<file path="src/rtl/serial_adder.sv">
// Bit-serial adder: latches two WIDTH-bit operands and a carry-in on start,
// adds them LSB-first through one full-adder cell and a carry flip-flop,
// then presents sum/carry_out together with a one-cycle done pulse.
module serial_adder #(
  parameter int WIDTH = 8  // legal range 2..32
) (
  input  logic             clk,
  input  logic             rst_n,
  input  logic             start,
  input  logic [WIDTH-1:0] a,
  input  logic [WIDTH-1:0] b,
  input  logic             cin,
  output logic             busy,
  output logic             done,
  output logic [WIDTH-1:0] sum,
  output logic             carry_out
);

  localparam int CW = (WIDTH > 1) ? $clog2(WIDTH) : 1;
  localparam logic [CW-1:0] LAST_BIT = CW'(WIDTH - 1);

  typedef enum logic [1:0] {
    S_IDLE,
    S_SHIFT,
    S_DONE
  } state_e;

  state_e           state_q, state_d;
  logic [WIDTH-1:0] sh_a_q, sh_a_d;
  logic [WIDTH-1:0] sh_b_q, sh_b_d;
  // Partial result: the bits already produced, newest at the top. The final
  // bit is merged in directly on the SHIFT->DONE edge, so WIDTH-1 bits suffice.
  logic [WIDTH-2:0] res_q, res_d;
  logic             carry_q, carry_d;
  logic [CW-1:0]    cnt_q, cnt_d;
  logic [WIDTH-1:0] sum_q, sum_d;
  logic             cout_q, cout_d;

  // Full-adder cell operating on the current LSBs and the carry flip-flop.
  logic             bit_s;
  logic             bit_c;
  logic [WIDTH-1:0] res_next;

  assign bit_s    = sh_a_q[0] ^ sh_b_q[0] ^ carry_q;
  assign bit_c    = (sh_a_q[0] & sh_b_q[0]) | (sh_a_q[0] & carry_q) | (sh_b_q[0] & carry_q);
  assign res_next = {bit_s, res_q};

  // Next-state and datapath update for all three states.
  always_comb begin
    // NOTE: every signal written here gets a default first; a path that
    // leaves one unassigned would infer a latch.
    state_d = state_q;
    sh_a_d  = sh_a_q;
    sh_b_d  = sh_b_q;
    res_d   = res_q;
    carry_d = carry_q;
    cnt_d   = cnt_q;
    sum_d   = sum_q;
    cout_d  = cout_q;

    unique case (state_q)
      S_IDLE, S_DONE: begin
        state_d = S_IDLE;
        if (start) begin
          sh_a_d  = a;
          sh_b_d  = b;
          carry_d = cin;
          cnt_d   = '0;
          state_d = S_SHIFT;
        end
      end

      S_SHIFT: begin
        // start is deliberately not looked at here: a running addition
        // cannot be restarted or have its operands resampled.
        sh_a_d  = sh_a_q >> 1;
        sh_b_d  = sh_b_q >> 1;
        res_d   = res_next[WIDTH-1:1];
        carry_d = bit_c;
        cnt_d   = cnt_q + CW'(1);
        if (cnt_q == LAST_BIT) begin
          // Visible result changes only here, so it holds through a new SHIFT.
          sum_d   = res_next;
          cout_d  = bit_c;
          state_d = S_DONE;
        end
      end

      default: state_d = S_IDLE;
    endcase
  end

  // FSM state register.
  always_ff @(posedge clk or negedge rst_n) begin
    if (!rst_n) begin
      state_q <= S_IDLE;
    end else begin
      // NOTE: sequential state uses non-blocking assignments so every
      // register samples the pre-edge values regardless of statement order.
      state_q <= state_d;
    end
  end

  // Datapath registers: operand shifters, result, carry, bit counter.
  always_ff @(posedge clk or negedge rst_n) begin
    if (!rst_n) begin
      // NOTE: the datapath is reset too, so sum/carry_out read zero after a
      // reset rather than whatever was left over from an aborted addition.
      sh_a_q  <= '0;
      sh_b_q  <= '0;
      res_q   <= '0;
      carry_q <= 1'b0;
      cnt_q   <= '0;
      sum_q   <= '0;
      cout_q  <= 1'b0;
    end else begin
      sh_a_q  <= sh_a_d;
      sh_b_q  <= sh_b_d;
      res_q   <= res_d;
      carry_q <= carry_d;
      cnt_q   <= cnt_d;
      sum_q   <= sum_d;
      cout_q  <= cout_d;
    end
  end

  assign busy      = (state_q == S_SHIFT);
  assign done      = (state_q == S_DONE);
  assign sum       = sum_q;
  assign carry_out = cout_q;

endmodule
</file>
<file path="config.mk">
export PLATFORM = sky130hd
export DESIGN_NAME = serial_adder
export DESIGN_NICKNAME = d
export VERILOG_FILES = /design/src/rtl/serial_adder.sv
export SDC_FILE = /design/constraint.sdc
export NUM_CORES = 1
export LEC_CHECK = 0
export CORE_ASPECT_RATIO = 0.75
export CORE_MARGIN = 5
export CORE_UTILIZATION = 45
export DETAILED_ROUTE_END_ITERATION = 10
export PLACE_DENSITY = 0.71
export SYNTH_ARGS = -nofsm -noshare
export SYNTH_HDL_FRONTEND = slang
export SYNTH_SLANG_ARGS = --single-unit
export TNS_END_PERCENT = 20
</file>
<file path="constraint.sdc">
create_clock -name clk -period 2.6 [get_ports clk]
set_clock_uncertainty 0.15 [all_clocks]
set_input_delay 0.39 -clock clk [delete_from_list [all_inputs] [get_ports clk]]
set_output_delay 0.39 -clock clk [all_outputs]
set_load 0.01 [all_outputs]
</file>
* Word level (Yosys, flattened, before mapping)
Index checks and enable logic that the tools add are counted.
** Word-level totals
- Word-level logic and storage cells :: 37
- Register bits after elaboration :: 38
- Bits of input ports :: 20
- Output and inout bits :: 11
** Cells by class
- Equal/unequal tests :: 5
- Add/subtract/negate cells :: 1
- Mux-type cells :: 11
- Reductions and logical operators :: 5
- Bitwise operators :: 7
** Operators with widths (count)
- $pmux W8 S2 :: 2
- $mux W8 :: 2
- $pmux W3 S2 :: 1
- $pmux W2 S2 :: 1
- $reduce_and A2 Y1 :: 2
- $add A3 B1 Y3 const B :: 1
- $and A1 B1 Y1 :: 3
- $eq A3 B3 Y1 const B :: 1
- $mux W3 :: 1
- $eq A2 B1 Y1 const B :: 1
- $eq A2 B2 Y1 const B :: 1
- $logic_not A2 Y1 :: 1
- $mux W1 :: 2
- $mux W2 :: 1
- $ne A2 B1 Y1 const B :: 1
- $ne A2 B2 Y1 const B :: 1
- $or A1 B1 Y1 :: 2
- $pmux W1 S2 :: 1
- $reduce_bool A2 Y1 :: 1
- $reduce_or A2 Y1 :: 1
- $xor A1 B1 Y1 :: 2

* Logic depth before layout (Yosys ltp)
Gate-level depths: netlist of the first run.
- Depth in word-level cells :: 4
- Depth in mapped cells :: 5
- Gate-level depth less buffers :: 4

* Worst setup path after synthesis of the first run
Ideal clock, no wire load.
- Path kind :: reg2reg
- From :: reg cnt_q[0]
- To :: reg cout_q (netlist: carry_out)
- Buffers on the path :: 0
- Setup time :: 0.125 ns
- Data arrival time :: 1.246 ns
- Required time :: 2.325 ns
- Stages on the path, launching flop included :: 5
- Period minus slack after synthesis :: 1.521 ns
- Slack :: 1.079 ns
- Cells stage by stage :: dfrtp_1 > ha_1 > ha_1 > nand2_8 > mux2_4
** Between the ends
- Word-level cells in the longest chain between the ends :: 2
** RTL lines
- start, declared :: RTL line 35 : logic [CW-1:0] cnt_q, cnt_d;
- start signal, assigned :: RTL line 121 : cnt_q <= cnt_d;
- $eq A3 B3 Y1 :: RTL line 81 : if (cnt_q == LAST_BIT) begin
- $reduce_and A2 Y1 (no source line)
- end signal, assigned :: RTL line 123 : cout_q <= cout_d;
- end, declared :: RTL line 37 : logic cout_q, cout_d;
No other way between the ends.
A chain may end at the register's enable or synchronous reset.

* Worst setup path after layout of the first run
- From :: reg state_q[1]
- To :: out done
** Between the ends
- Word-level cells in the longest chain between the ends :: 1
** RTL lines
- start, declared :: RTL line 28 : state_e state_q, state_d;
- start signal, assigned :: RTL line 100 : state_q <= state_d;
- $eq A2 B2 Y1 :: RTL line 128 : assign done = (state_q == S_DONE);
- end, declared :: RTL line 14 : output logic done,
No other way between the ends.

==> metrics.txt, run 1 <==
status finished clean; GR Util All Layers 13.8%; largest net degree at the start of global routing 39; yosys warns 0; Post-CTS Hold Fix Bufs 0; clk sinks 38; crit path time final 2.10 ns; Crit path max-delay family buffers and inverters; cts repair resizes 0; Die Width 81.6 um; Finish-stage setup viols 0; leakage power 1.00 nW; synth-to-layout area growth 25.4%; measured slew at the worst slew-check pin 0.801 ns; max-slew violation total from the final report 0; met2 usage 20.8%; Num CTS Buffers 5; site row count 19; Fin Setup TNS 0 ns; Yosys reg bits 38; # IOs 31; Antenna diodes 0; required time of the critical path 2.06 ns; wire per inst 13.6 um; share of flip-flops with an asynchronous set or reset 100%; Post-Synthesis Cells 151; pwr dens 1150 nW/um2; worst-skew pair later-pin latency 0.28 ns; non-filler instance count after layout 237; CP Class reg2out; critical path fanouts, max 13; reg-to-reg slack, setup 0.97 ns; initial core utilization 47.0%; Period Utilization, post-route 80.9%; H-tree depth 2; global-route wire length before repair 5.49 mm; HP Class in2async; via/cell ratio 5.00; top_reg_cell synth dfrtp_1; Max Cap Viol 0; Final Hold Vio Count 0; top-area cell type share of the netlist area 54.9%; DP HPWL 2.29 mm; slew margin rel. 46.6%; initial antenna violation count 0; CTS tree yes; grt total ovfl 0; initial DRC count 34; maximum VDD drop 0.000549 V; clock root buffer clkbuf_8; Layout Utilization 58.9%; proportion of synthesized chip area in sequential cells 54.9%; Worst Path Arrival 1.56 ns; top cells by area, synth dfrtp_1 55%, mux2_4 7.8%, mux2i_1 4.6%, nand2_1 4.6%, a21oi_1 4.3%; Critical Path End Type primary output; critical path's largest stage delay 0.54 ns; Crit path buffers/inverters 2; Final ANT Viol Nets 0; GRT met1 Usage 17.7%; PortBufs 30; core box area 3680 um2; DRC Markers 0; element type at the critical path start flop; Longest Clk Path Bufs 2; syn nets 174; GPL Wtd Cong 0.769; most common cell after layout, fill and taps aside dfrtp_1; layout cells sized above 1 13.5%; most frequent cells in the layout 38 x dfrtp_1, 29 x clkdlybuf4s50_1, 21 x nand2_1; Peak Freq 0.475 GHz; CTS clk-pin slew, worst paths 0.07 ns; final WL 3.22 mm; RSZ-0062 raised after global routing no; Nets 207; gr busiest metal met2; die area 5200 um2; CP Cell Sequence buf_4 > nor2b_1 > clkdlybuf4s50_1; vias in the first global route 1196; post-synth cell types 24; Post-synth EDFFs 0; Netlist Area Pre-Place 1730 um2; grt met3 use 4.56%; drt pass-1 iters 4; Synth area leader dfrtp_1; height of the die 63.7 um; CP max stage cell clkdlybuf4s50_1; postcts setup bufs 0; Syn Area/Cell 11.5 um2; placed insts 229; vias post-DR 1186
[area by class of cell]
class / instances / area (um2)
multi-input cells: 94 / 692
repair buffers: 34 / 325
flip-flops and latches: 38 / 951
fillers: 305 / 1510
clock buffers: 7 / 86.3
clock inverters: 1 / 5.00
inverters: 11 / 46.3
well taps: 52 / 65.1
[power by group]
| group | internal (W) | total, W | switching, W | leakage, nW |
|---|---|---|---|---|
| clock network | 0.000214 | 0.000411 | 0.000197 | 0.0482 |
| logic | 0.000557 | 0.00103 | 0.000470 | 0.498 |
| registers | 0.000867 | 0.00106 | 0.000192 | 0.459 |
[routing by layer]
layer,vias up,wire length (um)
met4,0,49
met5,-,0
met3,5,157
li1,587,-
met2,20,1560
met1,574,1450
[cells in the mapped netlist, types with 2 or more instances]
cell type and instances:
a21oi_1 15, o22ai_1 8, ha_1 2, mux2i_1 8, dfrtp_1 38, inv_1 10, clkbuf_1 3, a22o_1 4
o21ai_0 2, mux2_2 2, nand2_1 21, nor2b_1 8, buf_2 4, a211oi_1 7, nand2b_1 2, mux2_4 9
[per-stage QoR]
stage | setup WS, ns | hold slack [ns] | total power, W | area, um2
after CTS | 0.478 | 0.0674 | 0.00252 | 2170
final | 0.496 | 0.0417 | 0.00250 | 2170
after global placement | 0.823 | 0.313 | 0.00205 | 2080
after global routing | 0.448 | 0.118 | 0.00269 | 2170
after floorplan | 1.08 | -0.0556 | 0.00175 | 1730
after detailed placement | 0.797 | 0.321 | 0.00211 | 2080
[sequential cells by signal (all words and copies together) (netlist names)]
| register | count |
|---|---|
| res_q | 7 |
| sh_a_q | 8 |
| state_q | 2 |
| cnt_q | 3 |
| sh_b_q | 8 |
| carry_q | 1 |
| sum | 8 |
| carry_out | 1 |
[path summary, 6_finish.rpt]
check                             to  depth (start not counted)        from
max in group asynchronous     sum[4]                          1       rst_n
min in group clk            res_q[0]                          2    res_q[0]
max                             done                          3  state_q[1]
min                        sh_b_q[7]                          1       rst_n
min reg2reg                 res_q[0]                          2    res_q[0]
max reg2reg                   sum[2]                          4    cnt_q[0]
[kinds of logic (layout without fill, tap and decap cells)]
group / after synthesis / in the layout / share of synthesized area (%)
and+or+nand+nor: 34 / 34 / 9.83
muxes: 19 / 19 / 13.7
buffers and inverters: 19 / 53 / 5.13
adders and majority gates: 3 / 3 / 2.60
xor gates and xnor gates: 1 / 1 / 0.506
DFF: 38 / 38 / 54.9
AOI/OAI and AO/OA: 37 / 37 / 13.3
(Power assumes the default switching activity.)
==> run 2: changes to the inputs <==
==> constraint.sdc (replaced) <==
create_clock -name clk -period 2 [get_ports clk]
set_clock_uncertainty 0.15 [all_clocks]
set_input_delay 0.3 -clock clk [delete_from_list [all_inputs] [get_ports clk]]
set_output_delay 0.3 -clock clk [all_outputs]
set_load 0.01 [all_outputs]
==> run 2 against run 1 <==
Compared with the run above:
- count of clock-buffer cells in the layout fell by 2
- highest routed layer unchanged
- critical endpoint is now busy
- largest cell class unchanged
- die area did not move
- sequential power rose by 29%
==> metrics.txt, run 2 (synthesized netlist as in run 1, its figures left out) <==
status finished clean; RR Endpoint sum[4]; Nets 210; Worst R2R Path Depth 4; pwr dens 1560 nW/um2; Worst Hold Path EP res_q[2]; Period Utilization, post-route 88.2%; met2 usage 23.0%; leakage power 1.06 nW; wire per inst 14.2 um; Crit path buffers/inverters 2; GPL Wtd Cong 0.748; Final Hold Vio Count 0; GRT met1 Usage 20.2%; GR Util All Layers 15.1%; HP Class reg2reg; final WL 3.42 mm; initial core utilization 47.0%; core box area 3680 um2; via/cell ratio 5.01; R2R Path Start cnt_q[0]; Die Width 81.6 um; placed insts 231; synth-to-layout area growth 30.0%; PortBufs 30; critical path's largest stage delay 0.40 ns; Worst Path Arrival 1.31 ns; slew margin rel. 68.3%; gr busiest metal met2; # IOs 31; layout cells sized above 1 14.9%; multi-input logic area 692 um2; max-slew violation total from the final report 0; CTS clk-pin slew, worst paths 0.08 ns; worst-skew pair later-pin latency 0.30 ns; measured slew at the worst slew-check pin 0.475 ns; final non-filler cell area 2250 um2; Final ANT Viol Nets 0; CP max stage cell dfrtp_1; Fin Setup TNS 0 ns; # fillers 288; vias post-DR 1203; maximum VDD drop 0.000788 V; Num CTS Buffers 5; Critical Path End Type primary output; Peak Freq 0.567 GHz; global-route wire length before repair 5.96 mm; DP HPWL 2.41 mm; clock root buffer clkbuf_8; post-route setup slack 0.237 ns; element type at the critical path start flop; register area 951 um2; height of the die 63.7 um; HP Start res_q[3]; non-filler instance count after layout 240; drt pass-1 iters 4; clk sinks 38; CTS tree yes; CP Class reg2out; initial antenna violation count 0; most common cell after layout, fill and taps aside dfrtp_1; die area 5200 um2; crit path time final 1.76 ns; grt met3 use 3.42%; initial DRC count 44; RSZ-0062 raised after global routing no; Crit path max-delay family flip-flops; site row count 19; reg-to-reg slack, setup 0.40 ns; grt total ovfl 0; Post-DP Area 2090 um2; H-tree depth 2; DRC Markers 0; most frequent cells in the layout 38 x dfrtp_1, 27 x clkdlybuf4s50_1, 21 x nand2_1; critical path fanouts, max 9; required time of the critical path 1.55 ns; Max Cap Viol 0; largest net degree at the start of global routing 39; Antenna diodes 0; Finish-stage setup viols 0; total power 0.00351 W; Hold Crit Depth 2; Worst Setup Slack post-DPL 0.232 ns; CP Cell Sequence nand2b_1 > inv_6 > dlygate4sd2_1; vias in the first global route 1237; Longest Clk Path Bufs 2
[run 2: cell count changes in the layout (fill, tap and decap cells not counted), sizes merged]
cell           delta
clkdlybuf4s50     -2
bufinv            +2
dlymetal6s2s      +1
buf               +2
dlygate4sd2       +1
clkbuf            -2
dlygate4sd3       +1
[run 2: final cells by class]
cell class / instances / share of cell area, %
clock buffers: 5 / 3.06
clock inverters: 3 / 3.06
inverters: 11 / 2.06
multi-input cells: 94 / 30.7
flip-flops and latches: 38 / 42.2
well taps: 52 / 2.89
repair buffers: 37 / 16.0
[run 2: routing by layer]
| metal | part of all wire (%) | vias up |
|---|---|---|
| met4 | 1.9 | 0 |
| li1 | - | 589 |
| met5 | 0 | - |
| met3 | 3.5 | 6 |
| met2 | 47 | 20 |
| met1 | 48 | 588 |
[run 2: worst register-to-register path, delay by kind of cell, from the launching register on]
kind                     cells  cell delay (ns)
flip-flops                   1             0.41
multiplexers                 1             0.31
AND/OR/NAND/NOR              1             0.15
adder cells (fa/ha/maj)      2             0.47
[run 2: power by group]
part / internal (W) / switching [W]
logic: 0.000734 / 0.000625
registers: 0.00113 / 0.000240
clock network: 0.000500 / 0.000285
total: 0.00236 / 0.00115
[run 2: worst max path at each step]
stage | from | endpoint | slack, ns | cells past startpoint
2_1_floorplan | cnt_q[0] | carry_out | 0.48 | 4
6_report | state_q[1] | busy | 0.24 | 3
5_1_grt | state_q[1] | busy | 0.16 | 3
4_1_cts | state_q[1] | done | -0.03 | 3
3_5_place_dp | start | sh_b_q[1] | 0.23 | 5
3_3_place_gp | start | sh_a_q[5] | 0.31 | 4
[run 2: stage by stage]
step | utilization (%) | hold WS [ns]
after global routing | 61.1 | 0.383
after CTS | 60.8 | 0.351
after floorplan | - | -0.146
final | 61.1 | 0.347
after detailed placement | 56.8 | 0.222
after global placement | 56.8 | 0.218
[run 2: repair_timing]
item	CTS	global route
setup endpoints to repair	2	1
setup buffers	0	0
gates resized for setup	1	3
endpoints found under the hold margin	38	0
hold buffers	1	0
==> run 3: changes to the inputs <==
--- a/config.mk
+++ b/config.mk
@@ -5,6 +5,7 @@
 export SDC_FILE = /design/constraint.sdc
 export NUM_CORES = 1
 export LEC_CHECK = 0
+export ABC_AREA = 1
 export CORE_ASPECT_RATIO = 0.75
 export CORE_MARGIN = 5
 export CORE_UTILIZATION = 45
==> constraint.sdc (replaced) <==
create_clock -name clk -period 2.11 [get_ports clk]
set_clock_uncertainty 0.15 [all_clocks]
set_input_delay 0.3165 -clock clk [delete_from_list [all_inputs] [get_ports clk]]
set_output_delay 0.3165 -clock clk [all_outputs]
set_load 0.01 [all_outputs]
==> run 3 against run 2 <==
Compared with the run above:
- global-route usage fell by 1.4 points
- setup slack got worse by 0.14 ns
- register-to-register slack got worse by 0.02 ns
- area after synthesis rose by 4.9%
- cell count rose by 28%
- clock power fell by 34%
- via count rose by 17%
- design area fell by 0.50%
- core utilization fell by 4.8 points
- synthesized cell count rose by 45%
- sequential share of layout area rose by 0.21 points
- combinational power rose by 9%
- critical path type unchanged
- largest cell class unchanged
==> metrics.txt, run 3 <==
status finished clean; pwr dens 1460 nW/um2; PortBufs 30; Top Layer Used met4; internal power 0.00194 W; initial antenna violation count 0; total power 0.00327 W; Crit path buffers/inverters 2; final non-filler cell area 2240 um2; slew margin rel. 68.8%; wire per inst 11.1 um; top cells by area, synth dfrtp_1 52%, nand2_1 15%, nand3_1 8.3%, inv_1 8.1%, o21ai_2 3.9%; grt total ovfl 0; Crit path max-delay family buffers and inverters; switching power 0.00132 W; Longest Clk Path Bufs 2; DRC Markers 0; non-filler instance count after layout 307; share of flip-flops with an asynchronous set or reset 100%; Period Utilization, post-route 95.6%; CP startpoint state_q[1]; height of the die 65.0 um; GPL Wtd Cong 0.783; critical path's largest stage delay 0.55 ns; met1 wire length 1.60 mm; switching fraction of total power 40.5%; Num CTS Buffers 5; Antenna diodes 0; vias in the first global route 1331; Netlist Area Pre-Place 1820 um2; Yosys reg bits 38; initial core utilization 45.7%; die area 5420 um2; syn nets 242; CP max stage cell clkdlybuf4s50_1; element type at the critical path start flop; clock root buffer clkbuf_8; Critical Path End Type primary output; Worst R2R Path Depth 6; largest net degree at the start of global routing 39; # IOs 31; final WL 3.40 mm; proportion of synthesized chip area in sequential cells 52.3%; HP Start res_q[0]; multi-input logic area 641 um2; Worst Path Arrival 1.55 ns; CTS clk-pin slew, worst paths 0.08 ns; crit path time final 2.02 ns; synth cell count leaders 71 x nand2_1, 39 x inv_1, 38 x dfrtp_1; DP HPWL 2.32 mm; most frequent cells in the layout 71 x nand2_1, 39 x inv_1, 38 x dfrtp_1; site row count 20; Post-synth EDFFs 0; met2 wire len 1.58 mm; measured slew at the worst slew-check pin 0.468 ns; Post-CTS Hold Fix Bufs 1; Peak Freq 0.496 GHz; Post-Synthesis Cells 219; yosys warns 0; worst hold slack 0.332 ns; R2R Path Start state_q[1]; HP Class reg2reg; register area 951 um2; met3 WL post-DR 194 um; clk sinks 38; RR Endpoint sh_a_q[6]; layout cells sized above 1 10.7%; most common cell after layout, fill and taps aside nand2_1; global-route wire length before repair 5.91 mm; vias post-DR 1410; placed insts 298; postcts setup bufs 0; core box area 3980 um2; Worst Hold Path EP sum[0]; required time of the critical path 1.64 ns; leakage power 1.19 nW; Final Hold Vio Count 0; # fillers 369; RSZ-0062 raised after global routing no; top_reg_cell synth dfrtp_1; synth-to-layout area growth 23.3%; critical path fanouts, max 17; CTS tree yes; max-slew violation total from the final report 0; cts repair resizes 0; Final ANT Viol Nets 0; Die Width 83.4 um; CP Class reg2out; via/cell ratio 4.59; Synth area leader dfrtp_1; top-area cell type share of the netlist area 52.3%; reg-to-reg slack, setup 0.38 ns; Max Cap Viol 0; H-tree depth 2; Reg power frac 38.7%; post-synth cell types 19; worst-skew pair later-pin latency 0.29 ns; initial DRC count 62; maximum VDD drop 0.000585 V; Fin Setup TNS 0 ns; GR Util All Layers 13.7%; Gate power share 45.4%; Hold Crit Depth 2; Finish-stage setup viols 0; Clk pwr share 15.9%; CP Cell Sequence inv_2 > nor2_1 > clkdlybuf4s50_1; Syn Area/Cell 8.30 um2; most common cell in the netlist nand2_1; Nets 274; drt pass-1 iters 4; Post-DP Area 2140 um2
## run 3: cell count changes after synthesis, sizes merged, moves of 8 or more
cell   before  now
o21ai       2   18
nand2      22   75
o22ai       8    0
nand3       1   30
nor2b       8    0
inv        11   42
a21oi      15    1
mux2       11    0
mux2i       8    0
## run 3: cells by family (layout without fill, tap and decap cells)
logic type	after synthesis	in the layout	synth area share, %
flops	38	38	52.3
simple gates	108	108	25.9
compound gates	19	19	6.89
fa+ha+maj	3	3	2.48
buf+inv	51	84	12.4
## run 3: power by group through the flow
stage               clock network [W]  registers, W  logic [W]
floorplan                           0       0.00126    0.00111
global placement                    0       0.00127    0.00147
detailed placement                  0       0.00128    0.00150
CTS                          0.000530       0.00127    0.00152
global route                 0.000550       0.00131    0.00172
finish                       0.000519       0.00126    0.00148
## run 3: area by class of cell
class | count | share of cell area, %
clock inverters | 1 | 0.223
clock buffers | 7 | 3.85
inverters | 42 | 7.15
flip-flops and latches | 38 | 42.5
repair buffers | 34 | 14.6
multi-input cells | 130 | 28.6
well taps | 55 | 3.07
## run 3: tightest hold or removal path, stage by stage (launching register included)
cell	delay, ns
dfrtp_1	0.35
nand2_1	0.05
nand2_1	0.05
## run 3: metal layers
metal,vias up,global-route usage [%]
met4,0,6.12
met1,654,17.7
met2,26,21.7
met3,5,3.68
met5,-,0
li1,725,-
## run 3: worst max-delay path by stage
stage                     endpoint  slack [ns]  cells past startpoint
final                         done        0.09                      3
after global routing          done        0.02                      3
after CTS                     done        0.07                      3
after detailed placement      done        0.38                      3
after global placement        done        0.38                      3
after floorplan             sum[7]        0.74                      6
## run 3: stage by stage
step | util (%) | setup WS (ns)
after floorplan | - | 0.741
after global placement | 53.7 | 0.376
after detailed placement | 53.7 | 0.380
after CTS | 56.3 | 0.0697
after global routing | 56.3 | 0.0175
final | 56.3 | 0.0919
